==> src/rtl/mips_cpu_pkg.sv <==
// ---------------------------------------------------------------------------
// mips_cpu_pkg
// Shared CPU types. Holds the word type and the mult/div operation selector
// decoded in ID, plus the hilo_mdu sequencer states and iteration count.
// Also provides a small helper that turns a word into magnitude form.
// ---------------------------------------------------------------------------
package mips_cpu_pkg;

  typedef logic [31:0] word_t;

  typedef enum logic {
    ALU_MULT = 1'b0,
    ALU_DIV  = 1'b1
  } mult_op_enum;

  typedef enum logic [1:0] {
    IDLE = 2'd0,
    RUN  = 2'd1,
    FIX  = 2'd2
  } mdu_state_enum;

  localparam int MDU_ITER = 32;

  // Absolute value for signed operands, raw value for unsigned ones.
  // The magnitude of 0x8000_0000 is 0x8000_0000, which is still correct
  // when the word is read as unsigned.
  function automatic word_t mag(input word_t x, input logic sgn);
    return (sgn && x[31]) ? word_t'(-x) : x;
  endfunction

endpackage

==> src/rtl/hilo_mdu_if.sv <==
// ---------------------------------------------------------------------------
// hilo_mdu_if
// Bundle between the EX stage and hilo_mdu.
//   start/op/sign/src1/src2 : launch of a MULT/MULTU/DIV/DIVU
//   flush                   : abort the in-flight operation
//   hi_we/lo_we/hilo_wd     : MTHI/MTLO writes
//   stall                   : hold request to IF/ID/EX (combinational)
//   done                    : one-cycle completion pulse (registered)
//   hi/lo                   : architectural HI/LO (registered)
// master = EX side, slave = hilo_mdu.
// ---------------------------------------------------------------------------
interface hilo_mdu_if;
  import mips_cpu_pkg::*;

  logic        start;
  mult_op_enum op;
  logic        sign;
  word_t       src1;
  word_t       src2;
  logic        flush;
  logic        hi_we;
  logic        lo_we;
  word_t       hilo_wd;
  logic        stall;
  logic        done;
  word_t       hi;
  word_t       lo;

  modport master (
    output start, op, sign, src1, src2, flush, hi_we, lo_we, hilo_wd,
    input  stall, done, hi, lo
  );

  modport slave (
    input  start, op, sign, src1, src2, flush, hi_we, lo_we, hilo_wd,
    output stall, done, hi, lo
  );

endinterface

==> src/rtl/mdu_iter_step.sv <==
// ---------------------------------------------------------------------------
// mdu_iter_step
// One iteration of the shared multiply/divide datapath (combinational).
//   i_op      : ALU_MULT (shift-add) or ALU_DIV (restoring step)
//   i_acc_hi  : upper accumulator / 33-bit partial remainder
//   i_lo_lsb  : multiplier bit consumed this step (LO[0])
//   i_lo_msb  : dividend bit shifted into the remainder (LO[31])
//   i_opnd    : multiplicand or divisor magnitude
//   o_acc_hi  : next upper accumulator / partial remainder
//   o_q_bit   : bit entering the LO side: the product bit leaving the
//               upper half (multiply, enters at LO[31]) or the quotient
//               bit (divide, enters at LO[0])
// ---------------------------------------------------------------------------
module mdu_iter_step
  import mips_cpu_pkg::*;
(
  input  mult_op_enum i_op,
  input  logic [32:0] i_acc_hi,
  input  logic        i_lo_lsb,
  input  logic        i_lo_msb,
  input  word_t       i_opnd,
  output logic [32:0] o_acc_hi,
  output logic        o_q_bit
);

  logic [32:0] w_sum;
  logic [32:0] w_shift;
  logic [33:0] w_diff;

  always_comb begin
    // NOTE: every output of a combinational block gets a default first so
    // no path through the if/else can leave it unassigned and infer a latch.
    o_acc_hi = i_acc_hi;
    o_q_bit  = 1'b0;

    w_sum   = i_acc_hi + (i_lo_lsb ? {1'b0, i_opnd} : 33'd0);
    w_shift = {i_acc_hi[31:0], i_lo_msb};
    // The shifted remainder can reach 2^33-1, so borrow needs a 34th bit.
    w_diff  = {1'b0, w_shift} - {2'b00, i_opnd};

    if (i_op == ALU_DIV) begin
      if (!w_diff[33]) begin
        o_acc_hi = w_diff[32:0];
        o_q_bit  = 1'b1;
      end else begin
        o_acc_hi = w_shift;
        o_q_bit  = 1'b0;
      end
    end else begin
      o_acc_hi = {1'b0, w_sum[32:1]};
      o_q_bit  = w_sum[0];
    end
  end

endmodule

==> src/rtl/hilo_mdu.sv <==
// ---------------------------------------------------------------------------
// hilo_mdu
// Multi-cycle multiply/divide unit and owner of HI/LO.
//   clk, rst_n : clock, asynchronous active-low reset
//   bus        : hilo_mdu_if.slave (launch, flush, MTHI/MTLO, stall, done,
//                hi, lo)
// Operands are latched as magnitudes, run through 32 iterations of
// mdu_iter_step, then sign-corrected in FIX and written to HI/LO.
// Optional build macro MDU_SINGLE_CYCLE_MULT_EN: multiplies use a registered
// '*' and complete without stalling; divides still iterate.
// ---------------------------------------------------------------------------
module hilo_mdu
  import mips_cpu_pkg::*;
#(
  parameter int ITER = MDU_ITER
)(
  input  logic       clk,
  input  logic       rst_n,
  hilo_mdu_if.slave  bus
);

  localparam int CNT_W = $clog2(ITER);

  mdu_state_enum    r_state, w_state_nxt;
  logic [CNT_W-1:0] r_cnt;
  mult_op_enum      r_op;
  logic             r_neg_q;     // product / quotient negative
  logic             r_neg_r;     // remainder negative (dividend sign)
  logic             r_div_zero;
  logic [32:0]      r_acc_hi;
  word_t            r_acc_lo;
  word_t            r_opnd;
  word_t            r_hi;
  word_t            r_lo;
  logic             r_done;

  logic             w_fast_mult;
  logic             w_launch;
  logic [32:0]      w_acc_hi_nxt;
  logic             w_q_bit;
  logic [63:0]      w_prod_mag;
  logic [63:0]      w_prod;
  word_t            w_quot;
  word_t            w_rem;

`ifdef MDU_SINGLE_CYCLE_MULT_EN
  logic [63:0] w_a64;
  logic [63:0] w_b64;
  logic [63:0] w_fast_prod;

  // Low 64 bits of the product of the sign/zero-extended operands are the
  // exact signed/unsigned 64-bit product.
  assign w_a64       = {{32{bus.sign & bus.src1[31]}}, bus.src1};
  assign w_b64       = {{32{bus.sign & bus.src2[31]}}, bus.src2};
  assign w_fast_prod = w_a64 * w_b64;
  assign w_fast_mult = bus.start & ~bus.flush & (r_state == IDLE) &
                       (bus.op == ALU_MULT);
`else
  assign w_fast_mult = 1'b0;
`endif

  assign w_launch  = bus.start & ~bus.flush & (r_state == IDLE) & ~w_fast_mult;
  assign bus.stall = rst_n & (w_launch | (r_state == RUN) | (r_state == FIX));
  assign bus.done  = r_done;
  assign bus.hi    = r_hi;
  assign bus.lo    = r_lo;

  mdu_iter_step u_step (
    .i_op     (r_op),
    .i_acc_hi (r_acc_hi),
    .i_lo_lsb (r_acc_lo[0]),
    .i_lo_msb (r_acc_lo[31]),
    .i_opnd   (r_opnd),
    .o_acc_hi (w_acc_hi_nxt),
    .o_q_bit  (w_q_bit)
  );

  // Sign fixup. Divide by zero leaves the remainder equal to the dividend
  // magnitude, so re-applying the dividend sign gives back src1 exactly.
  assign w_prod_mag = {r_acc_hi[31:0], r_acc_lo};
  assign w_prod     = r_neg_q ? -w_prod_mag : w_prod_mag;
  assign w_quot     = r_div_zero ? '1 : (r_neg_q ? -r_acc_lo : r_acc_lo);
  assign w_rem      = r_neg_r ? -r_acc_hi[31:0] : r_acc_hi[31:0];

  always_comb begin
    w_state_nxt = r_state;
    case (r_state)
      IDLE:    if (w_launch) w_state_nxt = RUN;
      RUN: begin
        if (bus.flush)                          w_state_nxt = IDLE;
        else if (r_cnt == CNT_W'(ITER - 1))     w_state_nxt = FIX;
      end
      FIX:     w_state_nxt = IDLE;
      default: w_state_nxt = IDLE;
    endcase
  end

  always_ff @(posedge clk or negedge rst_n) begin
    // NOTE: sequential state uses non-blocking assignments so every register
    // samples pre-edge values regardless of statement order.
    if (!rst_n) r_state <= IDLE;
    else        r_state <= w_state_nxt;
  end

  always_ff @(posedge clk or negedge rst_n) begin
    // NOTE: these are plain flops, not a memory array, so all of them are
    // reset; a flushed/reset op leaves no stale sign or count behind.
    if (!rst_n) begin
      r_cnt      <= '0;
      r_op       <= ALU_MULT;
      r_neg_q    <= 1'b0;
      r_neg_r    <= 1'b0;
      r_div_zero <= 1'b0;
      r_acc_hi   <= '0;
      r_acc_lo   <= '0;
      r_opnd     <= '0;
      r_hi       <= '0;
      r_lo       <= '0;
      r_done     <= 1'b0;
    end else begin
      r_done <= 1'b0;
      case (r_state)
        IDLE: begin
          if (bus.hi_we) r_hi <= bus.hilo_wd;
          if (bus.lo_we) r_lo <= bus.hilo_wd;
          if (w_launch) begin
            r_op       <= bus.op;
            r_neg_q    <= bus.sign & (bus.src1[31] ^ bus.src2[31]);
            r_neg_r    <= bus.sign & bus.src1[31];
            r_div_zero <= (bus.src2 == '0);
            r_cnt      <= '0;
            r_acc_hi   <= '0;
            if (bus.op == ALU_DIV) begin
              r_acc_lo <= mag(bus.src1, bus.sign);
              r_opnd   <= mag(bus.src2, bus.sign);
            end else begin
              r_acc_lo <= mag(bus.src2, bus.sign);
              r_opnd   <= mag(bus.src1, bus.sign);
            end
          end
`ifdef MDU_SINGLE_CYCLE_MULT_EN
          // Placed after the MT writes so the product wins on a collision.
          if (w_fast_mult) begin
            {r_hi, r_lo} <= w_fast_prod;
            r_done       <= 1'b1;
          end
`endif
        end
        RUN: begin
          r_cnt    <= r_cnt + 1'b1;
          r_acc_hi <= w_acc_hi_nxt;
          r_acc_lo <= (r_op == ALU_DIV) ? {r_acc_lo[30:0], w_q_bit}
                                        : {w_q_bit, r_acc_lo[31:1]};
        end
        FIX: begin
          if (!bus.flush) begin
            if (r_op == ALU_DIV) {r_hi, r_lo} <= {w_rem, w_quot};
            else                 {r_hi, r_lo} <= w_prod;
            r_done <= 1'b1;
          end
        end
        default: ;
      endcase
    end
  end

endmodule

==> src/flat_wrapper.sv <==
// flat-port wrapper written by rule: the top's interface ports become plain ports
module hilo_mdu_flat import mips_cpu_pkg::*;
#(
  parameter int ITER = MDU_ITER
)
  (clk, rst_n, bus_start, bus_op, bus_sign, bus_src1, bus_src2, bus_flush, bus_hi_we, bus_lo_we, bus_hilo_wd, bus_stall, bus_done, bus_hi, bus_lo);
  hilo_mdu_if bus_i ();
  input  logic clk;
  input  logic rst_n;
  input wire logic [$bits(bus_i.start)-1:0] bus_start;
  input wire logic [$bits(bus_i.op)-1:0] bus_op;
  input wire logic [$bits(bus_i.sign)-1:0] bus_sign;
  input wire logic [$bits(bus_i.src1)-1:0] bus_src1;
  input wire logic [$bits(bus_i.src2)-1:0] bus_src2;
  input wire logic [$bits(bus_i.flush)-1:0] bus_flush;
  input wire logic [$bits(bus_i.hi_we)-1:0] bus_hi_we;
  input wire logic [$bits(bus_i.lo_we)-1:0] bus_lo_we;
  input wire logic [$bits(bus_i.hilo_wd)-1:0] bus_hilo_wd;
  output wire logic [$bits(bus_i.stall)-1:0] bus_stall;
  output wire logic [$bits(bus_i.done)-1:0] bus_done;
  output wire logic [$bits(bus_i.hi)-1:0] bus_hi;
  output wire logic [$bits(bus_i.lo)-1:0] bus_lo;
  assign bus_i.start = bus_start;
  assign bus_i.op = bus_op;
  assign bus_i.sign = bus_sign;
  assign bus_i.src1 = bus_src1;
  assign bus_i.src2 = bus_src2;
  assign bus_i.flush = bus_flush;
  assign bus_i.hi_we = bus_hi_we;
  assign bus_i.lo_we = bus_lo_we;
  assign bus_i.hilo_wd = bus_hilo_wd;
  assign bus_stall = bus_i.stall;
  assign bus_done = bus_i.done;
  assign bus_hi = bus_i.hi;
  assign bus_lo = bus_i.lo;
  hilo_mdu #(.ITER(ITER)) u_core (.clk(clk), .rst_n(rst_n), .bus(bus_i));
endmodule
==> config.mk <==
export PLATFORM = sky130hd
export DESIGN_NAME = hilo_mdu_flat
export DESIGN_NICKNAME = d
export VERILOG_FILES = /design/src/rtl/mips_cpu_pkg.sv /design/src/rtl/hilo_mdu_if.sv /design/src/rtl/mdu_iter_step.sv /design/src/rtl/hilo_mdu.sv /design/src/flat_wrapper.sv
export SDC_FILE = /design/constraint.sdc
export NUM_CORES = 1
export LEC_CHECK = 0
export ABC_AREA = 1
export CORE_UTILIZATION = 35
export CTS_CLUSTER_SIZE = 10
export DETAILED_ROUTE_END_ITERATION = 10
export SKIP_CTS_REPAIR_TIMING = 1
export SYNTH_ARGS = -nofsm -noshare
export SYNTH_HDL_FRONTEND = slang
export SYNTH_SLANG_ARGS = --single-unit
==> constraint.sdc <==
create_clock -name clk -period 5.8 [get_ports clk]
set_input_delay 1.45 -clock clk [delete_from_list [all_inputs] [get_ports clk]]
set_output_delay 1.45 -clock clk [all_outputs]
set_load 0.02 [all_outputs]
; Word level (Yosys, flattened, before mapping)
; Index checks and enable logic that the tools add are counted.
[op_classes]
addsub = 8
n_eq_ne = 8
n_mux = 34
n_bitwise = 9
n_reduce_logical = 11
[op_table]
columns = op, n
row1 = 2-to-1 mux 32 bit, 16
row2 = one-hot mux 32 bit (2 select lines), 3
row3 = negation 32 bit, 4
row4 = 2-to-1 mux 33 bit, 3
row5 = one-hot mux 33 bit (2 select lines), 1
row6 = 2-to-1 mux 64 bit, 1
row7 = negation 64 bit, 1
row8 = subtractor 33 x 32 -> 34 bit, 1
row9 = adder 33 bit, 1
row10 = logical NOT 32 bit, 1
row11 = one-hot mux 5 bit (2 select lines), 1
row12 = 2-to-1 mux 2 bit, 3
row13 = inequality test 2 bit (second input constant), 3
row14 = AND reduction 2 bit, 3
row15 = AND reduction 3 bit, 2
row16 = adder 5 x 1 -> 5 bit (second input constant), 1
row17 = AND 1 bit, 5
row18 = == test 5 bit (second input constant), 1
row19 = 2-to-1 mux 5 bit, 1
row20 = 2-to-1 mux 1 bit, 4
row21 = one-hot mux 2 bit (2 select lines), 1
row22 = nonzero test 2 bit, 2
row23 = inequality test 3 bit (second input constant), 1
row24 = == test 2 x 1 -> 1 bit (second input constant), 1
row25 = 7 further kinds, 9
[totals]
reg_bits = 173
input_bits = 104
elab_cells = 82

; Longest topological paths before layout
; Gate-level depths: netlist of run 1.
[depth]
ltp_word = 6
ltp_mapped = 21
mapped_depth_nobuf = 19

; Modules after synthesis
; From an unflattened synthesis of run 1, not the netlist that was laid out.
[hier_totals]
hier_cells = 3227
area_unflattened_um2 = 18765.5
[modules_own_cells]
columns = mod, n_inst, cells_per_inst, area_each_um2, seq_area_each_um2
row1 = hilo_mdu, 1, 2005, 12828.6, 4329.2
row2 = mdu_iter_step, 1, 1222, 5936.9, 0.0

; Worst setup path after synthesis of run 1
; OpenSTA, ideal clock, no wires.
[synth_path]
kind = input -> output
startpoint = input bus_start
endpoint = output bus_stall
arrival_time_ps = 2600
required_time_ps = 4350
slack_ps = 1750
path_stages = 6
path_buffers = 2
path_cell_list = inv_1 > o21ai_1 > nand2_1 > clkbuf_1 > buf_1 > a21boi_0
[synth_between]
elab_chain_len = 5
[synth_lines]
columns = element, line_no
row1 = "start, declared", flat_wrapper.sv:10  ; input wire logic [$bits(bus_i.start)-1:0] bus_start;
row2 = AND 1 bit (2 in a row), hilo_mdu.sv:62  ; assign w_launch = bus.start & ~bus.flush & (r_state == IDLE) & ~w_fast_mult;
row3 = bitwise OR 1 bit (2 in a row), hilo_mdu.sv:63  ; assign bus.stall = rst_n & (w_launch | (r_state == RUN) | (r_state == FIX));
row4 = AND 1 bit, hilo_mdu.sv:63
row5 = "end, declared", flat_wrapper.sv:19  ; output wire logic [$bits(bus_i.stall)-1:0] bus_stall;
; Every way passes these cells.

; Worst setup path after layout of run 1
[layout_path]
startpoint = input bus_flush
endpoint = output bus_stall
[layout_between]
elab_chain_len = 6
[layout_lines]
columns = element, line_no
row1 = "start, declared", flat_wrapper.sv:15  ; input wire logic [$bits(bus_i.flush)-1:0] bus_flush;
row2 = inverter 1 bit, hilo_mdu.sv:62
row3 = AND 1 bit (2 in a row), hilo_mdu.sv:62
row4 = bitwise OR 1 bit (2 in a row), hilo_mdu.sv:63
row5 = AND 1 bit, hilo_mdu.sv:63
; Every way passes these cells.

==> out/qor.yml, run 1 <==
floorplan:
  core_area_um2: 50500
  die_height_um: 229
  io_count: 170
  initial_core_util: 0.358
  rows: 82
  die_width_um: 229
  fp.dieArea_um2: 52500
grt:
  grt_first_pass_wirelength_um: 118000
  grt_usage: 0.295
  grt.overflow.total: 0
  grt.met1_usage: 0.416
  met2_usage: 0.453
  grt_antenna_before_repair: 0
  grt_pass1_vias: 19400
  gr-usage-met3: 0.0479
  grt_start_max_net_pins: 75
  grt.busiest_layer: "met2"
logic_synthesis:
  synth.ff_latch_count: 173
  synth.yosys.seq_area_share: 0.240
  netlist_instances: 3095
  synth_warnings: 0
  syn_nets: 3271
  post_synth.cell_area_avg_um2: 5.83
  post_synth_num_cell_types: 50
  netlist_area_um2: 18100
routing:
  via_count: 21000
  drt_first_pass_iters: 8
  wirelength_um: 78000
  dr.first_iter.drc_count: 2245
  post_drt_via_cell_ratio: 5.39
  route.antenna.remaining_nets: 0
  avgRoutedWirePerCell_um: 20.0
  drc_errors: 0
flow_run:
  cap_violations: 0
critical_path:
  timing.setup.critical_path_class: "primary input to primary output"
  cp_top_family: "buffers and inverters"
  cp_slowest_cell: "sky130_fd_sc_hd__clkdlybuf4s50_1"
  path_max_fanout: 5
  data_arrival_time_of_the_critical_path_ns: 3.17
  timing.critical_path.slowest_cell_delay_ns: 0.63
  start_kind: "primary input"
  timing.critical_path.cells: "clkdlybuf4s50_1 -> o21ai_1 -> nand2_2 -> a21boi_0 -> clkdlybuf4s50_1"
  critical_path.n_buffers_inverters: 2
  critical-path-top-cell-by-count: "sky130_fd_sc_hd__clkdlybuf4s50_1"
  critPathRequiredTime_ns: 4.35
  critical_path.endpoint_type: "primary output"
cts:
  cts-buffers-inserted: 17
  root_buffer: "sky130_fd_sc_hd__clkbuf_16"
  cts_buffer_depth: 2
  clock_sinks: 173
  clkSlewWorstSetupHoldPaths_ns: 0.07
  tritoncts: "yes"
  worstSkewPairLatency_ns: 0.48
  cts_htree_levels: 4
timing:
  worst_clock_skew_ns: 0.0149
  timing.final.crit_share: 0.797
  finalWorstSetupSlack_ns: 1.18
  report.final.hold_viol_count: 0
  slew_viol_final: 0
  worst_slew_margin_rel: 0.402
  period_needed_ns: 4.62
  totalNegativeSetupSlack_ns: 0
  worst-slew-pin-transition_ns: 0.897
  rsz0062_at_grt: "false"
  clock.fmax_mhz: 216
  final_setup_violation_count: 0
cells_and_area:
  post-route-util: 0.414
  antenna_cells_inserted: 0
  area_delta_synth_final_pct: 15.7
  final_nets: 3382
  layout-drive-gt1-share: 0.0379
place:
  routabilityCongestion: 1.03
  port_buffers: 169
  dp.final_hpwl_um: 62800
  pre_cts_slack_ns: 1.17
pwr:
  power_density_nw_per_um2: 427
  static-leakage-power_nw: 10.2
  ir_drop_mv: 0.287
hold_path:
  worstHoldPathType: "register to register"
outcome:
  run_status: "completed"
==> layer usage <==
layer	wire length, um	part of all wire	vias to the layer above
met5	0	0	-
met4	2630	0.034	0
met3	6160	0.079	106
met2	34000	0.44	838
met1	35100	0.45	9742
li1	-	-	10300
==> worst paths after layout <==
path / from / to / slack, ns / cells past startpoint
worst min register to register: u_core.bus.lo[16] / u_core.bus.lo[16] / 0.50 / 1
max in group asynchronous: rst_n / u_core.r_op / 3.24 / 3
worst max-delay path: bus_flush / bus_stall / 1.18 / 5
worst min-delay path: u_core.bus.lo[16] / u_core.bus.lo[16] / 0.50 / 1
worst max register to register: u_core.r_acc_lo[0] / u_core.r_acc_hi[13] / 1.95 / 17
min in group asynchronous: rst_n / u_core.bus.hi[11] / 1.12 / 2
==> sequential cells by signal, summed over array words and instances, names as in the netlist <==
| signal | cells |
|---|---|
| u_core.r_state | 2 |
| u_core.r_cnt | 5 |
| u_core.r_div_zero | 1 |
| u_core.bus.hi | 32 |
| u_core.bus.done | 1 |
| u_core.r_op | 1 |
| u_core.r_neg_q | 1 |
| u_core.bus.lo | 32 |
| u_core.r_acc_lo | 32 |
| u_core.r_neg_r | 1 |
| u_core.r_opnd | 32 |
| u_core.r_acc_hi | 33 |
==> where the power goes <==
group / total [mW] / switching (mW) / internal (mW)
registers: 2.13 / 0.630 / 1.50
logic: 5.66 / 3.82 / 1.84
clock network: 1.13 / 0.554 / 0.574
total: 8.92 / 5.00 / 3.92
==> area by class of cell <==
| class | count | area, um2 |
|---|---|---|
| clock buffer | 21 | 460 |
| clock inverter | 11 | 83.8 |
| fill | 5633 | 29600 |
| inverter | 404 | 1520 |
| multi-input combinational | 2417 | 11800 |
| sequential | 173 | 4330 |
| tap | 672 | 841 |
| timing repair buffer | 193 | 1870 |
==> cells by family after synthesis <==
| group | share of synthesized area |
|---|---|
| adder cells (fa/ha/maj) | 0.0507 |
| AND/OR/NAND/NOR | 0.406 |
| buffers and inverters | 0.109 |
| AO/OA/AOI/OAI | 0.165 |
| XOR/XNOR | 0.0286 |
| flip-flops | 0.240 |
==> stage by stage <==
| step | instances | area [um2] | hold slack, ns | power, mW |
|---|---|---|---|---|
| after floorplan | 3095 | 18100 | 0.452 | 5.75 |
| after global placement | 3859 | 20300 | 0.475 | 7.63 |
| after detailed placement | 3859 | 20300 | 0.481 | 7.63 |
| after CTS | 3891 | 20900 | 0.496 | 8.77 |
| after global routing | 3891 | 20900 | 0.522 | 9.62 |
| final | 3891 | 20900 | 0.495 | 8.92 |
==> cells in the mapped netlist, drive strengths merged <==
master	n	share of area
dfrtp	173	0.24
o211ai	25	0.011
a22o	2	0.00097
nand3b	20	0.0083
clkbuf	68	0.014
nor2	385	0.084
xnor2	21	0.010
xor2	38	0.018
a21oi	229	0.064
nand3	305	0.085
a221oi	1	0.00049
or2	9	0.0031
fa	2	0.0022
nand4	45	0.016
a31oi	18	0.0062
o21bai	7	0.0029
inv	400	0.083
o22ai	1	0.00035
a21boi	1	0.00042
nor4	2	0.00069
nand2	928	0.20
o21ai	229	0.064
ha	70	0.049
o221ai	9	0.0044
clkinv	4	0.00090
and3	2	0.00069
o21a	3	0.0012
nor3	37	0.011
and2	6	0.0021
buf	33	0.011
o31ai	4	0.0017
a22oi	18	0.0075
==> cell usage in the layout, fill, tap and decap left out, types with 9 or more instances in the layout <==
master,synthesis,layout
sky130_fd_sc_hd__o21ai_1,22,22
sky130_fd_sc_hd__nand2_1,916,914
sky130_fd_sc_hd__xor2_1,38,38
sky130_fd_sc_hd__xnor2_1,21,21
sky130_fd_sc_hd__nor2_1,365,365
sky130_fd_sc_hd__nand3b_1,20,20
sky130_fd_sc_hd__dfrtp_1,173,172
sky130_fd_sc_hd__o221ai_1,9,9
sky130_fd_sc_hd__nor3_1,36,35
sky130_fd_sc_hd__inv_2,9,9
sky130_fd_sc_hd__nand4_1,45,45
sky130_fd_sc_hd__nand3_1,303,303
sky130_fd_sc_hd__nand2_2,9,11
sky130_fd_sc_hd__buf_4,3,24
sky130_fd_sc_hd__a21oi_1,226,225
sky130_fd_sc_hd__clkdlybuf4s50_1,0,168
sky130_fd_sc_hd__o21ai_0,204,204
sky130_fd_sc_hd__clkbuf_16,0,17
sky130_fd_sc_hd__nor2_2,17,16
sky130_fd_sc_hd__o211ai_1,23,23
sky130_fd_sc_hd__inv_1,390,390
sky130_fd_sc_hd__ha_1,70,70
sky130_fd_sc_hd__a31oi_1,18,18
sky130_fd_sc_hd__a22oi_1,18,18
Power figures use the tool's default switching activity.
==> run 2: changes to the inputs <==
==> constraint.sdc (replaced) <==
create_clock -name clk -period 4.3 [get_ports clk]
set_input_delay 1.075 -clock clk [delete_from_list [all_inputs] [get_ports clk]]
set_output_delay 1.075 -clock clk [all_outputs]
set_load 0.02 [all_outputs]
==> run 2 against run 1 <==
  * Sequential power is 30% higher
  * Worst hold slack worse by 0.0033 ns
  * Clock power up 51%
  * Non-clock buffer count grew 13
  * Sequential share of layout area shrank 0.17 points
  * Critical endpoint unchanged
==> out/qor.yml, run 2 (synthesis results as in run 1) <==
place:
  port_buffers: 169  # unchanged
  routabilityCongestion: 0.992  # -3.8%
  dpl_cell_area_um2: 20400  # +0.48%
  dp.final_hpwl_um: 63500  # +1.1%
grt:
  grt_start_max_net_pins: 76  # +1.3%
  grt_antenna_before_repair: 0  # unchanged
  grt_pass1_vias: 19600  # +1.4%
  grt.overflow.total: 0  # unchanged
  grt_usage: 0.298  # +0.00279
  grt_first_pass_wirelength_um: 119000  # +0.58%
floorplan:
  die_height_um: 229  # unchanged
  rows: 82  # unchanged
  die_width_um: 229  # unchanged
  initial_core_util: 0.358  # unchanged
  core_area_um2: 50500  # unchanged
  fp.dieArea_um2: 52500  # unchanged
  io_count: 170  # unchanged
timing:
  worst_slew_margin_rel: 0.376  # -0.0264
  clock.fmax_mhz: 257
  rsz0062_at_grt: "false"
  report.final.hold_viol_count: 0  # unchanged
  final_setup_violation_count: 0  # unchanged
  slew_viol_final: 0  # unchanged
  timing.final.crit_share: 0.904
  period_needed_ns: 3.89
  totalNegativeSetupSlack_ns: 0  # unchanged
  worst_clock_skew_ns: 0.0129  # -0.00205 ns
  worst-slew-pin-transition_ns: 0.936  # +0.0395 ns
cts:
  root_buffer: "sky130_fd_sc_hd__clkbuf_16"
  clock_sinks: 173  # unchanged
  cts-buffers-inserted: 17  # unchanged
  tritoncts: "yes"
  clkSlewWorstSetupHoldPaths_ns: 0.08  # about the same
  cts_buffer_depth: 2  # unchanged
  worstSkewPairLatency_ns: 0.50  # +0.02 ns
  cts_htree_levels: 4  # unchanged
cells_and_area:
  antenna_cells_inserted: 0  # unchanged
  nFillCells: 5650  # +0.30%
  final_cell_area_um2: 21000  # +0.80%
  area_delta_synth_final_pct: 16.6
  multi_input_area_um2: 11800  # unchanged
  layout.area.seq_um2: 4330  # unchanged
  largest_register_ff_count: 33  # unchanged
  layout-drive-gt1-share: 0.0421  # +0.00419
  layout.cells.most_common_list: "sky130_fd_sc_hd__nand2_1 (914), sky130_fd_sc_hd__inv_1 (390), sky130_fd_sc_hd__nor2_1 (365)"
  top_register: "u_core.r_acc_hi"
  most_common_cell_after_layout_fill_and_taps_aside: "sky130_fd_sc_hd__nand2_1"
  final_nets: 3395  # +0.38%
critical_path:
  timing.critical_path.slowest_cell_delay_ns: 0.64  # about the same
  cp_top_family: "buffers and inverters"
  cp_slowest_cell: "sky130_fd_sc_hd__clkdlybuf4s50_1"
  timing.critical_path.cells: "clkdlybuf4s50_1 -> inv_1 -> o21ai_1 -> nand2_2 -> a21boi_0 -> clkdlybuf4s50_1"
  start_kind: "primary input"
  timing.setup.critical_path_class: "primary input to primary output"
  critPathRequiredTime_ns: 3.22  # -1.13 ns
  critical-path-top-cell-by-count: "sky130_fd_sc_hd__clkdlybuf4s50_1"
  critical_path.endpoint_type: "primary output"
  path_max_fanout: 2  # -3
  critical_path.n_buffers_inverters: 3  # +1
  data_arrival_time_of_the_critical_path_ns: 2.81  # -0.36 ns
routing:
  avgRoutedWirePerCell_um: 20.1  # +0.41%
  via_count: 21200  # +1.2%
  wirelength_um: 78500  # +0.72%
  route.antenna.remaining_nets: 0  # unchanged
  post_drt_via_cell_ratio: 5.43  # +0.85%
  drt_first_pass_iters: 6  # -2
  dr.first_iter.drc_count: 2367  # +5.4%
  drc_errors: 0  # unchanged
pwr:
  ir_drop_mv: 0.379  # +32%
  power.share.sequential: 0.225  # -0.014
  switching_share: 0.554  # -0.00697
  total_switching_power_mw: 6.81  # +36%
  power_density_nw_per_um2: 584  # +37%
  clock_power_share: 0.139  # +0.013
  cellInternalPower_mw: 5.48  # +40%
  static-leakage-power_nw: 10.4  # +1.1%
  pwr-share-comb: 0.636  # +0.002
flow_run:
  cap_violations: 0  # unchanged
hold_path:
  worstHoldPathType: "register to register"
outcome:
  run_status: "completed"
## run 2: final cells by class
cell class	instances	area share
Clock buffer	18	0.0209
Inverter	404	0.0722
Sequential cell	173	0.206
Timing Repair Buffer	206	0.0936
Clock inverter	13	0.00832
Multi-Input combinational cell	2417	0.559
Tap cell	672	0.0400
## run 2: worst reg2reg max path: cells and delay by family, from the launching register on
kind            cells  cell delay, ns
compound gates      2            0.66
fa+ha+maj           1            0.26
buf+inv             2            0.49
flops               1            0.49
simple gates       10            1.28
## run 2: stage by stage
step	util	std cells	setup WS, ns	total power [mW]	hold slack, ns
floorplan	-	3095	1.00	7.76	0.452
global placement	0.405	3872	0.381	10.4	0.470
detailed placement	0.405	3872	0.394	10.4	0.478
CTS	0.417	3903	0.391	12.1	0.497
global route	0.417	3903	0.350	13.2	0.512
finish	0.417	3903	0.414	12.3	0.492
## run 2: worst paths after layout
check,start,cells after the start,slack [ns],endpoint
max reg2reg,u_core.r_acc_lo[0],15,1.00,u_core.r_acc_hi[12]
min,u_core.bus.lo[26],2,0.49,u_core.bus.lo[26]
max,bus_start,6,0.41,bus_stall
min in group asynchronous,rst_n,2,0.77,u_core.r_acc_lo[28]
min reg2reg,u_core.bus.lo[26],2,0.49,u_core.bus.lo[26]
max in group asynchronous,rst_n,3,2.05,u_core.r_op
## run 2: power by group through the flow
stage / clock network (mW) / registers [mW] / logic (mW)
4_1_cts: 1.73 / 2.73 / 7.64
2_1_floorplan: 0 / 2.55 / 5.21
3_5_place_dp: 0 / 2.76 / 7.60
3_3_place_gp: 0 / 2.76 / 7.62
5_1_grt: 1.78 / 2.79 / 8.65
6_report: 1.71 / 2.76 / 7.81
## run 2: metal layers
metal,up-vias,GRT usage,part of all wire
met1,9878,0.422,0.45
met4,0,0.0875,0.027
met2,924,0.468,0.44
met5,-,0,0
met3,97,0.0408,0.082
li1,10300,-,-
